## src/rtl/rf_wb_arbiter.sv

```systemverilog
// Round-robin arbiter that shares the register-file write port between NUM_REQ writeback sources.
// Optional write-stage forwarding lookups are enabled by defining RF_WB_ARBITER_FWD_EN.
package rf_wb_arbiter_pkg;
    typedef struct packed {
        logic [4:0]  addr;
        logic [31:0] value;
    } reg_transport_t;
endpackage

module rf_wb_arbiter
    import rf_wb_arbiter_pkg::*;
#(
    parameter  int unsigned NUM_REQ = 3,
    localparam int unsigned PTR_W   = $clog2(NUM_REQ)
) (
    input  logic                          clk,
    input  logic                          rst,
    input  logic           [NUM_REQ-1:0]  req_valid,
    input  reg_transport_t [NUM_REQ-1:0]  req_data,
    output logic           [NUM_REQ-1:0]  req_ready,
    input  logic                          wb_stall,
    output logic                          wb_valid,
    output reg_transport_t                wb_data,
    output logic           [PTR_W-1:0]    grant_idx
`ifdef RF_WB_ARBITER_FWD_EN
    ,
    input  logic           [4:0]          fwd_addr_a,
    input  logic           [4:0]          fwd_addr_b,
    output logic                          fwd_hit_a,
    output logic                          fwd_hit_b,
    output logic           [31:0]         fwd_value_a,
    output logic           [31:0]         fwd_value_b
`endif
);

    typedef enum logic {
        ST_EMPTY = 1'b0,
        ST_FULL  = 1'b1
    } stage_e;

    stage_e                state_q, state_d;
    reg_transport_t        data_q,  data_d;
    logic    [PTR_W-1:0]   ptr_q,   ptr_d;
    logic    [PTR_W-1:0]   grant_q, grant_d;

    logic                  can_accept;
    logic                  win_found;
    logic    [PTR_W-1:0]   win_idx;
    logic                  handshake;

    function automatic logic [PTR_W-1:0] rr_idx(input logic [PTR_W-1:0] base,
                                                input int unsigned      offset);
        int unsigned sum;
        sum = (32'(base) + offset) % NUM_REQ;
        return PTR_W'(sum);
    endfunction

    assign can_accept = (state_q == ST_EMPTY) || !wb_stall;

    // Search starts one past the last winner so the last winner has lowest priority.
    always_comb begin
        win_found = 1'b0;
        win_idx   = '0;
        for (int unsigned k = 1; k <= NUM_REQ; k++) begin
            if (!win_found && req_valid[rr_idx(ptr_q, k)]) begin
                win_found = 1'b1;
                win_idx   = rr_idx(ptr_q, k);
            end
        end
    end

    assign handshake = can_accept && win_found;

    always_comb begin
        req_ready = '0;
        if (handshake) begin
            req_ready[win_idx] = 1'b1;
        end
    end

    always_comb begin
        state_d = state_q;
        data_d  = data_q;
        ptr_d   = ptr_q;
        grant_d = grant_q;
        if (state_q == ST_FULL && !wb_stall) begin
            state_d = ST_EMPTY;
        end
        if (handshake) begin
            ptr_d   = win_idx;
            grant_d = win_idx;
            // Writes to x0 complete the handshake but never occupy the stage.
            if (req_data[win_idx].addr != 5'd0) begin
                data_d  = req_data[win_idx];
                state_d = ST_FULL;
            end else begin
                state_d = ST_EMPTY;
            end
        end
    end

    always_ff @(posedge clk or posedge rst) begin
        if (rst) begin
            state_q <= ST_EMPTY;
            data_q  <= '0;
            ptr_q   <= PTR_W'(NUM_REQ - 1);
            grant_q <= '0;
        end else begin
            state_q <= state_d;
            data_q  <= data_d;
            ptr_q   <= ptr_d;
            grant_q <= grant_d;
        end
    end

    assign wb_valid  = (state_q == ST_FULL);
    assign wb_data   = data_q;
    assign grant_idx = grant_q;

`ifdef RF_WB_ARBITER_FWD_EN
    // Covers the pending write even while it is held under wb_stall.
    assign fwd_hit_a   = wb_valid && (data_q.addr == fwd_addr_a) && (fwd_addr_a != 5'd0);
    assign fwd_hit_b   = wb_valid && (data_q.addr == fwd_addr_b) && (fwd_addr_b != 5'd0);
    assign fwd_value_a = fwd_hit_a ? data_q.value : '0;
    assign fwd_value_b = fwd_hit_b ? data_q.value : '0;
`endif

`ifndef SYNTHESIS
    a_ready_onehot: assert property (@(posedge clk) disable iff (rst) $onehot0(req_ready));
    a_stall_hold:   assert property (@(posedge clk) disable iff (rst)
                                     (wb_valid && wb_stall) |=> (wb_valid && $stable(wb_data)));
`endif

endmodule

```

## config.mk

```make
export PLATFORM = sky130hd
export DESIGN_NAME = rf_wb_arbiter
export DESIGN_NICKNAME = d
export VERILOG_FILES = /design/src/rtl/rf_wb_arbiter.sv
export SDC_FILE = /design/constraint.sdc
export NUM_CORES = 1
export LEC_CHECK = 0
export BUFFER_PORTS_ARGS = -buffer_cell sky130_fd_sc_hd__clkbuf_2
export CORE_MARGIN = 2
export CORE_UTILIZATION = 43
export DETAILED_ROUTE_END_ITERATION = 10
export GPL_TIMING_DRIVEN = 0
export PLACE_DENSITY = 0.91
export SLEW_MARGIN = 30
export SYNTH_ARGS = -nofsm -noshare
export SYNTH_HDL_FRONTEND = slang
export SYNTH_SLANG_ARGS = --single-unit
```

## constraint.sdc

```tcl
create_clock -name clk -period 4 [get_ports clk]
set_input_delay 0.8 -clock clk [delete_from_list [all_inputs] [get_ports clk]]
set_output_delay 0.8 -clock clk [all_outputs]
set_load 0.03 [all_outputs]
```

==> run summary <==
CP required - 3200 ps
Layout Skew - 8.29 ps
Leakage - 0.00199 µW
DP HPWL - 5950 µm
Synth area leaders - dfrtp_1 (38%), mux2i_1 (16%), mux2_2 (7.8%)
Max frequency - 263 MHz
Most used DFF post-synth - dfrtp_1
Final net count - 548
Layout cell share with drive strength beyond 1 - 0.463
Core area - 5890 µm²
Io pins - 160
Count of final hold-check violations - 0
Reg clk slew, reported paths - 70 ps
First-pass GRT wire length - 11600 µm
Final Setup Violations - 0
Sequential area share after synthesis - 0.395
Avg Inst Size Synth - 9.90 µm²
Die X-Extent - 81.8 µm
Yosys cell types - 31
Remaining DRCs - 0
Yosys top cell area share - 0.385
Pre-antenna DRT Iters - 4
Number of antenna violations at the first check in global routing - 0
Fin. max-slew vios - 0
Yosys Warn Count - 0
Final period util - 0.952
Die area - 6690 µm²
GP Congestion - 0.809
HP Class - register to register
CTS tree - yes
Max cap viols - 0
H-Tree Depth - 2
Post-synth top area cell - dfrtp_1
Dpl ws - 110 ps
Post-route antenna net violation count - 0
Mapped Nets - 384
CTS max path bufs - 2
Clk Latency, worst-skew pair - 290 ps
Initial core utilization - 0.442
Status - completed
Async SR Flop Fraction - 1.00
Final Worst Setup Slack - 193 ps
Num CTS Buffers - 5
Vias - 2607
Gr usage total - 0.226
Yosys reg bits - 41
CP endpoint kind - output port
Die H - 81.8 µm
WL/cell - 14.7 µm
IO Port Bufs - 159
Num Clock Sinks - 41
Worst setup path class - register to output port
Initial DRC Count - 80
Vias in the first global route - 2580
Number of diodes - 0
Unrepaired setup endpoints after global routing - false
Max IR drop VDD - 0.468 mV
Vias per inst - 5.18
Total Wirelength - 7390 µm
Pin count of the biggest net entering global routing - 23
Mapped cell area - 2600 µm²
Root Driver - clkbuf_8
Post-Synthesis Cells - 263
Kind of start point of the critical path - register
Top post-synthesis cells by count - mux2i_1 (42), dfrtp_1 (40), a21oi_1 (38)
Rows - 28
Slew HR - 0.534
Post-CTS setup buffers - 0
Critical path peak fanout - 19
Crit path time final - 3810 ps
Most common cell in the synthesized netlist - mux2i_1
Global route total overflow - 0
EDFF count, synth - 0
Measured slew at the worst slew-check pin - 691 ps
PwrDens - 925 nW/µm²
CP Data Arrival Time - 3010 ps
Setup_tns - 0 ps
Synth-to-Final Area Change - 38.3%
-- sequential cells by signal, summed over array words and instances (netlist names) --
name       count
grant_idx      2
ptr_q          1
wb_data       37
wb_valid       1
-- path summary, 6_finish.rpt --
path	from	to	slack (ps)	depth (start not counted)
max in group asynchronous	rst	ptr_q[1]	2940	3
hold reg to reg	wb_data[9]	wb_data[9]	490	1
hold / removal	wb_data[9]	wb_data[9]	490	1
setup reg to reg	ptr_q[1]	wb_data[4]	380	10
min in group asynchronous	rst	wb_data[18]	500	2
setup / recovery	ptr_q[1]	req_ready[2]	190	8
-- worst max-delay path, stage by stage, from the launching register on --
cell,delay [ps]
dfstp_2,560
ha_1,280
mux2_1,360
mux2i_2,290
a32o_1,230
a31oi_2,170
clkbuf_4,290
nor2_1,270
clkbuf_2,260
-- metrics by stage --
| stage | util | hold slack (ps) | total power, µW | instances | instance area, µm² |
|---|---|---|---|---|---|
| 2_1_floorplan | - | 512 | 2480 | 263 | 2600 |
| 3_3_place_gp | 0.593 | 466 | 3000 | 497 | 3490 |
| 3_5_place_dp | 0.598 | 475 | 3090 | 498 | 3520 |
| 4_1_cts | 0.611 | 492 | 3360 | 504 | 3600 |
| 5_1_grt | 0.612 | 513 | 3580 | 503 | 3600 |
| 6_report | 0.612 | 486 | 3330 | 503 | 3600 |
-- per-layer routing --
layer | GRT usage | vias up | wire (µm)
met5 | 0 | - | 0
li1 | - | 1262 | -
met1 | 0.277 | 1240 | 3010
met2 | 0.404 | 100 | 3850
met4 | 0.0483 | 0 | 59
met3 | 0.0516 | 5 | 463
-- power breakdown --
part | internal (µW) | switching, µW | total (µW)
registers | 644 | 116 | 760
clock network | 121 | 139 | 260
logic | 923 | 1390 | 2310
-- timing repair --
action	4_1_cts	5_1_grt
setup endpoints to repair	2	2
hold buffers	0	0
hold endpoints to repair	0	0
cloned	0	0
resized for setup	1	2
-- kinds of logic (layout without fill, tap and decap cells) --
kind of cell | after synthesis | after routing | share of synthesized area
AOI/OAI and AO/OA | 62 | 62 | 0.138
DFF | 41 | 41 | 0.395
adders and majority gates | 4 | 4 | 0.0192
and+or+nand+nor | 52 | 52 | 0.0861
muxes | 76 | 76 | 0.309
buffers and inverters | 28 | 193 | 0.0538
-- cell type report --
| cell class | count | area, µm² |
|---|---|---|
| clock buffers | 6 | 72.6 |
| plain buffers | 15 | 96.3 |
| well taps | 75 | 93.8 |
| repair buffers | 160 | 823 |
| inverters | 10 | 37.5 |
| multi-input cells | 194 | 1440 |
| flip-flops and latches | 41 | 1030 |
| clock inverters | 2 | 10.0 |
| fillers | 513 | 2290 |
-- placed cells by master, fill, tap and decap left out, types with 2 or more instances in the layout --
cell type  netlist  routed
clkbuf_2         0     159
mux2i_1         42      41
dfrtp_1         40      40
a21oi_1         38      38
nor2_1          36      36
mux2_2          18      18
mux2_1          16      16
inv_1           10       9
o21ai_0          8       8
clkbuf_1         6       6
nand2_1          5       5
o21bai_1         5       5
clkbuf_8         0       5
a21o_1           4       4
ha_1             4       4
or4_1            3       3
buf_4            4       3
buf_6            2       3
o21a_1           2       2
nor2b_1          2       2
nand3_1          2       2
buf_2            4       2
clkinv_2         0       2
(Power assumes the default switching activity.)
